### src/rtl/div_iter.sv
// Iterative radix-2 restoring divider for the EX-stage HI/LO divide path.
// One quotient bit per clock; signed operands are divided as magnitudes.
module div_iter #(
  parameter int DATA_W = 32
) (
  input  logic                  clk,
  input  logic                  rst,
  input  logic                  signed_div_i,
  input  logic [DATA_W-1:0]     opdata1_i,
  input  logic [DATA_W-1:0]     opdata2_i,
  input  logic                  start_i,
  input  logic                  annul_i,
  output logic [2*DATA_W-1:0]   result_o,
  output logic                  ready_o
);

  localparam int CW = $clog2(DATA_W) + 1;

  typedef enum logic [1:0] {
    S_FREE,
    S_DBZ,
    S_ON,
    S_END
  } state_e;

  state_e                state_q, state_d;
  logic [CW-1:0]         cnt_q, cnt_d;
  logic [DATA_W-1:0]     dvd_q, dvd_d;
  logic [DATA_W-1:0]     dvs_q, dvs_d;
  logic [DATA_W-1:0]     rem_q, rem_d;
  logic                  negq_q, negq_d;
  logic                  negr_q, negr_d;
  logic                  ready_q, ready_d;
  logic [2*DATA_W-1:0]   result_q, result_d;

  logic [DATA_W:0]       shifted;
  logic                  ge;
  logic [DATA_W-1:0]     abs1, abs2;
  logic [DATA_W-1:0]     quo_fix, rem_fix;

  always_comb begin
    state_d  = state_q;
    cnt_d    = cnt_q;
    dvd_d    = dvd_q;
    dvs_d    = dvs_q;
    rem_d    = rem_q;
    negq_d   = negq_q;
    negr_d   = negr_q;
    ready_d  = ready_q;
    result_d = result_q;

    // dvd_q shifts the dividend out and the quotient in
    shifted = {rem_q, dvd_q[DATA_W-1]};
    ge      = shifted >= {1'b0, dvs_q};

    abs1 = (signed_div_i && opdata1_i[DATA_W-1]) ? -opdata1_i : opdata1_i;
    abs2 = (signed_div_i && opdata2_i[DATA_W-1]) ? -opdata2_i : opdata2_i;

    quo_fix = negq_q ? -dvd_q : dvd_q;
    rem_fix = negr_q ? -rem_q : rem_q;

    unique case (state_q)
      S_FREE: begin
        if (start_i && !annul_i) begin
          rem_d = '0;
          if (opdata2_i == '0) begin
            state_d = S_DBZ;
            dvd_d   = '0;
            negq_d  = 1'b0;
            negr_d  = 1'b0;
          end else begin
            state_d = S_ON;
            cnt_d   = '0;
            dvd_d   = abs1;
            dvs_d   = abs2;
            negq_d  = signed_div_i &
                      (opdata1_i[DATA_W-1] ^ opdata2_i[DATA_W-1]);
            negr_d  = signed_div_i & opdata1_i[DATA_W-1];
          end
        end
      end
      S_DBZ: begin
        state_d = annul_i ? S_FREE : S_END;
      end
      S_ON: begin
        if (annul_i) begin
          state_d = S_FREE;
          cnt_d   = '0;
        end else begin
          rem_d = ge ? DATA_W'(shifted - {1'b0, dvs_q})
                     : shifted[DATA_W-1:0];
          dvd_d = {dvd_q[DATA_W-2:0], ge};
          cnt_d = cnt_q + 1'b1;
          if (cnt_q == CW'(DATA_W - 1)) begin
            state_d = S_END;
          end
        end
      end
      S_END: begin
        // first END cycle publishes; afterwards wait for start_i to drop
        if (!ready_q) begin
          ready_d  = 1'b1;
          result_d = {rem_fix, quo_fix};
        end else if (!start_i) begin
          state_d  = S_FREE;
          ready_d  = 1'b0;
          result_d = '0;
        end
      end
      default: begin
        state_d = S_FREE;
      end
    endcase
  end

  always_ff @(posedge clk) begin
    if (rst) begin
      state_q  <= S_FREE;
      cnt_q    <= '0;
      dvd_q    <= '0;
      dvs_q    <= '0;
      rem_q    <= '0;
      negq_q   <= 1'b0;
      negr_q   <= 1'b0;
      ready_q  <= 1'b0;
      result_q <= '0;
    end else begin
      state_q  <= state_d;
      cnt_q    <= cnt_d;
      dvd_q    <= dvd_d;
      dvs_q    <= dvs_d;
      rem_q    <= rem_d;
      negq_q   <= negq_d;
      negr_q   <= negr_d;
      ready_q  <= ready_d;
      result_q <= result_d;
    end
  end

  assign result_o = result_q;
  assign ready_o  = ready_q;

endmodule

### config.mk
export PLATFORM = sky130hd
export DESIGN_NAME = div_iter
export DESIGN_NICKNAME = d
export VERILOG_FILES = /design/src/rtl/div_iter.sv
export SDC_FILE = /design/constraint.sdc
export NUM_CORES = 1
export LEC_CHECK = 0
export BUFFER_PORTS_ARGS = -buffer_cell sky130_fd_sc_hd__buf_2
export CELL_PAD_IN_SITES_DETAIL_PLACEMENT = 0
export CELL_PAD_IN_SITES_GLOBAL_PLACEMENT = 1
export CORE_ASPECT_RATIO = 1.75
export CORE_UTILIZATION = 40
export CTS_BUF_LIST = sky130_fd_sc_hd__clkbuf_2
export DETAILED_ROUTE_END_ITERATION = 8
export MAX_ROUTING_LAYER = met4
export PLACE_DENSITY = 0.82
export SLEW_MARGIN = 20
export SYNTH_ARGS = -nofsm -noshare
export SYNTH_HDL_FRONTEND = slang
export SYNTH_SLANG_ARGS = --single-unit
### constraint.sdc
create_clock -name clk -period 2.8 [get_ports clk]
set_input_delay 0.28 -clock clk [delete_from_list [all_inputs] [get_ports clk]]
set_output_delay 0.28 -clock clk [all_outputs]
set_load 0.1 [all_outputs]
# ---- Yosys cells after proc, flatten, opt, wreduce, memory -nomap -nowiden
# Index checks and enable logic that the tools add are counted.
dict set report op_classes {
  bitwise 4
  mul 0
  n_shift 0
  n_div 0
  reduce_logical 13
  muxes 30
  addsub 6
  order_cmp 1
  n_eq_ne 11
}
# cell count
set op_table {}
lappend op_table {{32-bit two-way mux} 10}
lappend op_table {{64-bit two-way mux} 2}
lappend op_table {{32-bit negator} 4}
lappend op_table {{32-bit one-hot mux with 2 select lines} 2}
lappend op_table {{33-bit by 32-bit greater-or-equal comparator with 1-bit output} 1}
lappend op_table {{32-bit logical NOT} 1}
lappend op_table {{32-bit subtractor} 1}
lappend op_table {{6-bit two-way mux} 3}
lappend op_table {{2-bit two-way mux} 7}
lappend op_table {{2-bit inequality test (second input constant)} 6}
lappend op_table {{6-bit one-hot mux with 2 select lines} 1}
lappend op_table {{3-bit AND reduction} 3}
lappend op_table {{2-bit one-hot mux with 4 select lines} 1}
lappend op_table {{6-bit by 1-bit adder with 6-bit output (second input constant)} 1}
lappend op_table {{6-bit by 5-bit == test with 1-bit output (second input constant)} 1}
lappend op_table {{2-bit == test (second input constant)} 2}
lappend op_table {{1-bit two-way mux} 4}
lappend op_table {{2-bit AND reduction} 2}
lappend op_table {{4-bit AND reduction} 1}
lappend op_table {{1-bit logical AND} 3}
lappend op_table {{3-bit inequality test (second input constant)} 1}
lappend op_table {{1-bit bitwise AND} 2}
lappend op_table {{2-bit by 1-bit == test with 1-bit output (second input constant)} 1}
lappend op_table {{2-bit logical NOT} 1}
lappend op_table {{other kinds (4)} 4}
dict set report word_totals {
  output_inout_bits 65
  ramBits 0
  rom_bits 0
  regBits 171
  mem_count 0
  latch_bits 0
}

# ---- Longest topological paths before layout
# Gate-level depths: netlist (run 1).
dict set report logic_depth {
  ltp_word 5
  mapped_depth 14
}

# ---- Least setup slack after synthesis (run 1)
# OpenSTA, ideal clock, no wires.
dict set report synth_timing {
  path_kind {flip-flop to flip-flop}
  start {reg dvd_q[31]}
  end {reg rem_q[30]}
  arrival_time_ps 2802
  period_less_slack_ps 2927
  stages_incl_launch_ff 14
  path_slack_ps -127
  path_cell_list {dfxtp_1 -> inv_1 -> ha_1 -> inv_1 -> fa_1 -> a21o_1 -> a311o_1 -> a211oi_1 -> o21bai_1 -> a31oi_1 -> nor3_1 -> o41ai_1 -> xor2_1 -> o21ai_0}
}
dict set report synth_via {
  elab_chain_cells 4
  elab_cells_between_ends 5
}
# element line
set synth_rtl {}
lappend synth_rtl {{start: declaration} 28} ;# logic [DATA_W-1:0] dvd_q, dvd_d;
lappend synth_rtl {{start signal: assignment} 130} ;# dvd_q <= dvd_d;
lappend synth_rtl {{32-bit subtractor / 33-bit by 32-bit greater-or-equal comparator with 1-bit output (equally long branches)} {90, 54}}
lappend synth_rtl {{32-bit two-way mux (*)} 90} ;# rem_d = ge ? DATA_W'(shifted - {1'b0, dvs_q})
lappend synth_rtl {{32-bit two-way mux (*)} 86} ;# if (annul_i) begin
lappend synth_rtl {{32-bit one-hot mux with 2 select lines (*)} 62} ;# unique case (state_q)
lappend synth_rtl {{end signal: assignment} 132} ;# rem_q <= rem_d;
lappend synth_rtl {{end: declaration} 30} ;# logic [DATA_W-1:0] rem_q, rem_d;
# Every way passes the cells marked *; elsewhere a longest branch is shown, timed or not. The select of a mux whose other input is x is not followed.
# A chain may end at the register's enable or synchronous reset.

# ---- Worst setup path in the final report (run 1)
dict set report layout_timing {
  start {reg rem_q[3]}
  end {reg result_q[63], in the netlist result_o[63]}
}
dict set report layout_via {
  elab_chain_cells 3
}
# element line
set layout_rtl {}
lappend layout_rtl {{32-bit negator} 60} ;# rem_fix = negr_q ? -rem_q : rem_q;
lappend layout_rtl {{32-bit two-way mux} 60}
lappend layout_rtl {{64-bit two-way mux} 101} ;# if (!ready_q) begin
lappend layout_rtl {{end signal: assignment} 136} ;# result_q <= result_d;
lappend layout_rtl {{end: declaration} 34} ;# logic [2*DATA_W-1:0] result_q, result_d;
# No other way between the ends.

==> metrics.txt, run 1 <==
core area 0.0262 mm²; Pleak 6.17 nW; Max-slew headroom 0.166; share of cells above drive strength 1 0.298; placed wire-length estimate 28,400 µm; clk slew on worst S/H paths 250 ps; EDFF count, synth 0; Yosys reg bits 171; worst slew pin tran 1250 ps; peak supply drop 0.352 mV; Multi-input gate area 0.00765 mm²; TritonCTS Sinks 171; status complete, but fails checks; Total Die Area 0.0274 mm²; setup violators final 9; Fillers 2,445; Buf/Inv on CP 0; vias in the first global route 11,700; delay-heaviest family, CP simple AND/OR/NAND/NOR gates; clock root buffer clkbuf_2; Post-Synthesis Net Count 1,482; storage element area 0.00350 mm²; area grow syn2layout 41.6%; Worst setup SP type register; largest net degree at the start of global routing 45; CP max stage cell or4_4; Antenna Nets Post-Route 0; max_cap viols 0; unrepaired setup endpoints after global routing yes; TritonRoute pass-1 iters 7; global-route wire length before repair 58,700 µm; Avg Cell Area, Syn 7.80 µm²; clock skew 36.1 ps; FP Rows 78; minimum clock period 2950 ps; routed via count 11,500; H-tree Lvls 4; input/output buffers 133; post-synthesis sequential area ratio 0.320; Max Fclk 339 MHz; Worst EP arrival 3740 ps; CTS tree yes; PwrDens 592 mW/mm²; GP Congestion 1.00; die height 218 µm; Clk Latency, worst-skew pair 890 ps; DR WL/cell 18.4 µm; total CTS buffers 17; WL final 38,000 µm; via density per instance 5.58; initial core utilization 0.409; DR DRC count 4; antenna violations before repair 1; WP data required 3590 ps; 1st-iter DRT viols 415; fin crit share 1.05; final core utilization 0.579; DIE WIDTH 126 µm; final hold slack 119 ps; Total GRT Usage 0.285; Hold/Removal Path Class input pin to register; Final Hold Vio Count 0; top_reg_cell synth dfxtp_1; failing checks design-rule violations, negative setup slack; CP Capture Type register; CP max FO 3; dpl ws -221 ps; I/O Pins 134; Worst Slack Setup Final -149 ps; YS warnings 0; total gr overflow 0; CP Class register to register; ordered cell list for the critical path or4_4 -> nor4_4 -> nand3_2 -> or3_4 -> or4_4 -> o41ai_4 -> nand2_1 -> xor2_1 -> a22o_1; # nets final 1,840; Longest Clk Path Bufs 2; slowest stage delay, CP 530 ps; number of library cell types mapped by synthesis 65; Top cell by count, worst path or4_4; Async S/R FF share, synth 0; Final Max Slew Viols 0; Cell Area, Synth 0.0107 mm²; Syn Inst Count 1,372
-- logic make-up after synthesis --
family / synth area share
compound gates: 0.246
flops: 0.320
fa+ha+maj: 0.0486
xor+xnor: 0.116
simple gates: 0.208
buf+inv: 0.0453
mux: 0.0161
-- flip-flops by register name, indices dropped and copies added (netlist names) --
register	flops
cnt_q	6
dvd_q	32
dvs_q	32
negq_q	1
negr_q	1
ready_o	1
rem_q	32
result_o	64
state_q	2
-- per-stage QoR --
stage / std cells / total power [mW] / instance area (µm²) / TNS (ps)
3_3_place_gp: 1900 / 6.83 / 12700 / -3270
4_1_cts: 2052 / 8.50 / 14300 / -799
2_1_floorplan: 1372 / 5.23 / 10700 / 0
6_report: 2064 / 8.97 / 15200 / -349
5_1_grt: 2064 / 9.51 / 15200 / -2050
3_5_place_dp: 1900 / 6.85 / 12700 / -3850
-- what timing repair did --
action / 4_1_cts / 5_1_grt
gates cloned: 0 / 1
hold buffers: 112 / 0
endpoints found under the hold margin: 98 / 0
pin swaps: 21 / 31
setup buffers: 9 / 13
resized for setup: 54 / 166
endpoints found under the setup margin: 47 / 65
-- synth_stat cells (3+ instances only) --
cell type  instances  area share
a32oi_1           11      0.0090
nor3_1            24       0.011
a21oi_1           78       0.036
nor2_1           150       0.053
clkbuf_1          73       0.026
a31oi_1           35       0.020
o21ai_0           82       0.038
inv_1             49       0.017
nand2b_1          13      0.0076
a221oi_1           4      0.0033
a22oi_1           38       0.027
a22o_1            23       0.019
and3_1             5      0.0029
ha_1              40       0.047
o21bai_1           4      0.0028
mux2i_1           15       0.014
nor2b_1            7      0.0041
xnor2_1           94       0.077
and2_1             7      0.0041
nand2_1          152       0.053
o21a_1             7      0.0049
nand3_1           43       0.020
nor3b_1            5      0.0035
xor2_1            48       0.039
nand4_1           12      0.0070
nand3b_1           5      0.0035
o41ai_1           15       0.012
dfxtp_1          171        0.32
a211oi_1          33       0.023
o31ai_1           24       0.017
or3b_2             3      0.0025
or3_1             12      0.0070
nor4_1            15      0.0088
or4_1             14      0.0098
o21ai_1            4      0.0019
a21o_1            13      0.0091
or2_2              3      0.0018
buf_1              6      0.0021
-- cell type report --
| type | instances | area share |
|---|---|---|
| timing repair buffer | 419 | 0.212 |
| antenna | 1 | 0.000165 |
| multi-input combinational | 1072 | 0.505 |
| sequential | 171 | 0.231 |
| inverter | 49 | 0.0121 |
| tap | 320 | 0.0264 |
| clock buffer | 18 | 0.00594 |
| clock inverter | 14 | 0.00768 |
-- where the power goes --
part	switching [mW]	leakage [nW]	internal, mW	total (mW)
combinational	2.70	4.62	2.18	4.88
clock	0.938	0.138	0.332	1.27
sequential	0.182	1.41	2.64	2.82
total	3.82	6.17	5.16	8.97
-- layout by cell type (no fill, tap or decap), drive strengths merged, types with 5 or more instances in the layout --
master       instances
buf                307
nor4                16
a22oi               38
or4                 16
a21o                13
inv                 55
a32oi               11
o21ai               86
a31oi               35
o41ai               16
nor3b                5
dfxtp              171
mux2i               15
dlygate4sd3        111
nand3b               5
a22o                23
or3                 12
nor2               150
xnor2               94
ha                  40
nor2b                7
clkinv               7
nand3               44
nand2              152
a211oi              33
nor3                24
o31ai               26
xor2                48
nand2b              14
clkbuf              19
a21oi               78
nand4               12
and3                 5
o21a                 7
and2                 7
-- per-layer routing --
metal / track usage / up-vias / wire length (µm)
li1: - / 5661 / -
met1: 0.231 / 5413 / 12400
met2: 0.565 / 297 / 21600
met3: 0.0421 / 144 / 1150
met4: 0.220 / 0 / 2780
met5: - / - / 0
-- worst reg2reg max path, stage by stage, from the launching register on --
cell,delay [ps]
dfxtp_4,430
or4_4,530
nor4_4,180
nand3_2,120
or3_4,370
or4_4,460
o41ai_4,280
nand2_1,110
xor2_1,160
a22o_1,200
-- final timing paths --
path	startpoint	to	slack, ps	cells after the start
max reg2reg	rem_q[3]	result_o[63]	-150	9
max	rem_q[3]	result_o[63]	-150	9
min	opdata1_i[1]	dvd_q[2]	120	7
min reg2reg	cnt_q[1]	cnt_q[1]	490	2
Note: power is estimated with default switching activity, not from simulation.
==> inputs of run 2 (changes only) <==
==> constraint.sdc (replaced) <==
create_clock -name clk -period 2.5 [get_ports clk]
set_input_delay 0.25 -clock clk [delete_from_list [all_inputs] [get_ports clk]]
set_output_delay 0.25 -clock clk [all_outputs]
set_load 0.1 [all_outputs]
==> run 2 against run 1 <==
Effect of this change:
- the flow still finishes with violations (design-rule violations, negative setup slack)
- fmax increased by 1.8%
- power up 28%
- first-iteration DRC count is 46% higher
- critical path depth did not move
- sequential power up 12%
- wire length increased by 8.1%
- flip-flop and latch count did not move
- die area did not move
- combinational power increased by 38%
- worst hold slack got worse by 18 ps
- via count up 7.5%
- core utilization rose by 6.3 points
- critical path type unchanged
- critical endpoint unchanged
==> metrics.txt, run 2 (synthesis gave the netlist of run 1 again) <==
area grow syn2layout 57.0% (was 41.6%); Max Fclk 345 MHz (was 339 MHz); vias in the first global route 12,300 (was 11,700); TritonRoute pass-1 iters 7 (unchanged); Total GRT Usage 0.303 (was 0.285); most common cell after layout, fill and taps aside buf_4 (unchanged); Pleak 7.03 nW (was 6.17 nW); PwrDens 681 mW/mm² (was 592 mW/mm²); peak supply drop 0.388 mV (was 0.352 mV); most frequent cells in the layout buf_4, nand2_1, nor2_1 (unchanged); antenna violations before repair 1 (unchanged); status complete, but fails checks (unchanged); GP Congestion 1.04 (was 1.00); DIE WIDTH 126 µm (unchanged); Antenna Nets Post-Route 0 (unchanged); minimum clock period 2900 ps (was 2950 ps); die height 218 µm (unchanged); total CTS buffers 17 (unchanged); final core utilization 0.643 (was 0.579); clock skew 45.9 ps (was 36.1 ps); Clk Latency, worst-skew pair 860 ps (was 890 ps); DR DRC count 3 (was 4); Finished Layout Cells 2,202 (was 2,064); FP Rows 78 (unchanged); Total Die Area 0.0274 mm² (unchanged); core area 0.0262 mm² (unchanged); initial core utilization 0.409 (unchanged); largest net degree at the start of global routing 66 (was 45); Final Max Slew Viols 0 (unchanged); Worst Slack Setup Final -395 ps (was -149 ps); Worst EP arrival 3650 ps (was 3740 ps); Final Hold Vio Count 0 (unchanged); global-route wire length before repair 62,300 µm (was 58,700 µm); input/output buffers 133 (unchanged); Max-slew headroom 0.383 (was 0.166); CP Capture Type register (unchanged); CTS tree yes (unchanged); fin crit share 1.16 (was 1.05); clock root buffer clkbuf_2 (unchanged); Longest Clk Path Bufs 2 (unchanged); failing checks design-rule violations, negative setup slack (unchanged); Hold/Removal Path Class input pin to register (unchanged); unrepaired setup endpoints after global routing yes (unchanged); max reg flops 64 (unchanged); CP Class register to register (unchanged); H-tree Lvls 4 (unchanged); routed via count 12,400 (was 11,500); WL final 41,100 µm (was 38,000 µm); via density per instance 5.62 (was 5.58); final hold slack 101 ps (was 119 ps); TritonCTS Sinks 171 (unchanged); # nets final 1,978 (was 1,840); dpl cells 2,013 (was 1,900); total gr overflow 0 (unchanged); max_cap viols 0 (unchanged); 1st-iter DRT viols 606 (was 415); setup TNS -13,170 ps (was -349 ps); worst slew pin tran 916 ps (was 1250 ps); DR WL/cell 18.6 µm (was 18.4 µm); setup violators final 52 (was 9); WP data required 3260 ps (was 3590 ps); Worst setup SP type register (unchanged); I/O Pins 134 (unchanged); Design Power 11.4 mW (was 8.97 mW); CP max FO 3 (unchanged); placed wire-length estimate 29,600 µm (was 28,400 µm); clk slew on worst S/H paths 250 ps (about the same); share of cells above drive strength 1 0.397 (was 0.298)
-- run 2: critical path, stage by stage, from the launching register on --
cell	delay [ps]
dfxtp_2	380
or4_4	550
nor4_4	190
nand3_2	110
or3_4	370
or4_4	460
o41ai_4	280
nand2_1	110
xor2_1	150
a22o_1	190
-- run 2: timing repair --
action / CTS / global route
endpoints found under the setup margin: 58 / 80
resized for setup: 193 / 151
cloned: 4 / 1
hold endpoints to repair: 124 / 0
pin swaps: 41 / 92
buffers inserted: 39 / 26
hold buffers: 107 / 0
-- run 2: layer usage --
layer	GRT usage	up-vias	wire, µm
met5	-	-	0
li1	-	5941	-
met1	0.260	5950	13600
met2	0.589	345	23400
met4	0.229	0	2930
met3	0.0401	146	1140
-- run 2: where the power goes --
group          switching [mW]  leakage (nW)  internal (mW)
Combinational            3.55          5.48           3.19
Clock                    1.06         0.138          0.476
Sequential              0.206          1.41           2.96
-- run 2: metrics by stage --
stage	worst slack (ps)	cell area, µm²
5_1_grt	-545	16800
3_5_place_dp	-399	13700
3_3_place_gp	-317	13700
4_1_cts	-368	16200
2_1_floorplan	-294	10900
6_report	-395	16800
-- run 2: path summary, 6_finish.rpt --
kind	end	cells past startpoint	slack (ps)	start
max	result_o[63]	9	-400	rem_q[5]
min	dvd_q[4]	7	100	opdata1_i[3]
max reg2reg	result_o[63]	9	-400	rem_q[5]
min reg2reg	cnt_q[1]	2	500	cnt_q[1]
-- run 2: final cells by class --
cell class	instances	area (µm²)
antenna	1	2.50
inverter	49	184
clock inverter	13	141
sequential	171	3520
fill	2262	9350
multi-input combinational	1072	8200
clock buffer	19	95.1
tap	320	400
timing repair buffer	557	4260
==> inputs of run 3 (changes only) <==
--- a/config.mk
+++ b/config.mk
@@ -12,8 +12,10 @@
 export CORE_UTILIZATION = 40
 export CTS_BUF_LIST = sky130_fd_sc_hd__clkbuf_2
 export DETAILED_ROUTE_END_ITERATION = 8
+export GPL_ROUTABILITY_DRIVEN = 0
 export MAX_ROUTING_LAYER = met4
 export PLACE_DENSITY = 0.82
+export SETUP_SLACK_MARGIN = 0.3
 export SLEW_MARGIN = 20
 export SYNTH_ARGS = -nofsm -noshare
 export SYNTH_HDL_FRONTEND = slang
==> run 3 against run 2 <==
Effect of this change:
- clock power fell by 11%
- highest routed layer unchanged
- core utilization fell by 0.11 points
- the run still ends with design-rule violations, negative setup slack left
- clock-buffer cell count did not move
- via count rose by 0.18%
- global-route usage rose by 0.97 points
- sequential power barely moved
- critical endpoint is now rem_q[20]
==> metrics.txt, run 3 (synthesis gave the netlist of run 1 again) <==
1st-iter DRT viols 746 (was 606); setup violators final 54 (was 52); CP max FO 3 (unchanged); metal2 WL 23,200 µm (was 23,400 µm); Final Max Slew Viols 0 (unchanged); CP Class register to register (unchanged); PwrDens 699 mW/mm² (was 681 mW/mm²); global-route wire length before repair 64,100 µm (was 62,300 µm); Worst setup SP type register (unchanged); clock root buffer clkbuf_2 (unchanged); max_cap viols 0 (unchanged); DR DRC count 1 (was 3); clk slew on worst S/H paths 260 ps (was 250 ps); final core utilization 0.642 (was 0.643); top layer in use met4 (unchanged); H-tree Lvls 4 (unchanged); total CTS buffers 17 (unchanged); antenna violations before repair 1 (unchanged); worst slew pin tran 1050 ps (was 916 ps); Hold/Removal Path Class input pin to register (unchanged); switching share of power 0.434 (was 0.421); Worst EP arrival 3730 ps (was 3650 ps); DIE WIDTH 126 µm (unchanged); Worst Slack Setup Final -460 ps (was -395 ps); DR WL met3 1890 µm (was 1140 µm); status complete, but fails checks (unchanged); TritonCTS Sinks 171 (unchanged); Longest Clk Path Bufs 2 (unchanged); unrepaired setup endpoints after global routing yes (unchanged); via density per instance 5.70 (was 5.62); Gate power share 0.613 (was 0.589); share of cells above drive strength 1 0.391 (was 0.397); CP Capture Type register (unchanged); input/output buffers 133 (unchanged); minimum clock period 2960 ps (was 2900 ps); clock skew 55.7 ps (was 45.9 ps); largest net degree at the start of global routing 95 (was 66); Max-slew headroom 0.297 (was 0.383); CTS tree yes (unchanged); most frequent cells in the layout buf_4, nand2_1, nor2_1 (unchanged); peak supply drop 0.489 mV (was 0.388 mV); # nets final 1,954 (was 1,978); area grow syn2layout 56.8% (was 57.0%); core area 0.0262 mm² (unchanged); TritonRoute pass-1 iters 7 (unchanged); Fillers 2,155 (was 2,262); DR WL/cell 19.7 µm (was 18.6 µm); FP Rows 78 (unchanged); Max Fclk 338 MHz (was 345 MHz); Antenna Nets Post-Route 0 (unchanged); Final Hold Vio Count 0 (unchanged); dpl ws -567 ps (was -399 ps); Total Die Area 0.0274 mm² (unchanged); WP data required 3270 ps (was 3260 ps); max reg flops 64 (unchanged); DP Area 0.0138 mm² (was 0.0137 mm²); Clk pwr share 0.116 (was 0.134); I/O Pins 134 (unchanged); Pleak 7.01 nW (was 7.03 nW); most common cell after layout, fill and taps aside buf_4 (unchanged); Clk Latency, worst-skew pair 890 ps (was 860 ps); die height 218 µm (unchanged); WL final 42,800 µm (was 41,100 µm); fin crit share 1.18 (was 1.16); P_int 6.64 mW (was 6.62 mW); Design Power 11.7 mW (was 11.4 mW); initial core utilization 0.409 (unchanged); Total GRT Usage 0.313 (was 0.303); fin area 0.0168 mm² (about the same); Psw 5.09 mW (was 4.82 mW); failing checks design-rule violations, negative setup slack (unchanged); met1 wire length 14,200 µm (was 13,600 µm); vias in the first global route 12,400 (was 12,300); total gr overflow 0 (unchanged); placed wire-length estimate 28,700 µm (was 29,600 µm); share of power burned in registers 0.271 (was 0.276); routed via count 12,400 (about the same)
[run 3: metrics by stage]
step / instances / hold WS [ps] / TNS (ps)
floorplan: 1372 / 397 / -2430
global placement: 1995 / 445 / -11630
detailed placement: 1995 / 459 / -13790
CTS: 2157 / 9.85 / -9510
global route: 2178 / 52.2 / -20760
finish: 2178 / 86.6 / -15070
[run 3: final cells by class]
cell class	instances	area, µm²	area share
clock inverters	13	90.1	0.00537
diodes	1	2.50	0.000149
inverters	49	201	0.0120
clock buffers	19	95.1	0.00567
flip-flops and latches	171	3510	0.209
multi-input cells	1072	8290	0.494
repair buffers	533	4200	0.250
well taps	320	400	0.0239
[run 3: repair_timing]
item	4_1_cts	5_1_grt
gates resized for setup	191	102
hold buffers	93	1
hold endpoints to repair	107	1
setup buffers	35	19
endpoints found under the setup margin	70	132
gates cloned	2	3
pin swaps	68	56
[run 3: critical path: stages, from the launching register on]
cell and delay [ps]:
dfxtp_2 390, inv_2 70, ha_4 140, inv_2 30
fa_2 330, a21o_1 180, a311o_1 320, a211oi_4 260
buf_4 140, o31a_1 220, o21bai_4 120, a31oi_4 210
xor2_2 320, o21ai_1 120
[run 3: final timing paths]
path,startpoint,to,cells after the start,slack (ps)
min,opdata1_i[2],dvd_q[4],7,90
max,dvd_q[31],rem_q[20],13,-460
max reg2reg,dvd_q[31],rem_q[20],13,-460
min reg2reg,negr_q,negr_q,2,480
[run 3: power groups by stage]
| stage | Sequential, mW | Combinational, mW | Clock [mW] |
|---|---|---|---|
| after floorplan | 3.30 | 2.87 | 0 |
| after global placement | 3.19 | 4.97 | 0 |
| after detailed placement | 3.20 | 5.02 | 0 |
| after CTS | 3.16 | 6.22 | 1.38 |
| after global routing | 3.21 | 7.60 | 1.51 |
| final | 3.17 | 7.19 | 1.37 |
[run 3: routing by layer]
layer | vias to the layer above | track usage
met5 | - | -
met4 | 0 | 0.241
met2 | 390 | 0.586
met1 | 5920 | 0.277
met3 | 201 | 0.0534
li1 | 5893 | -
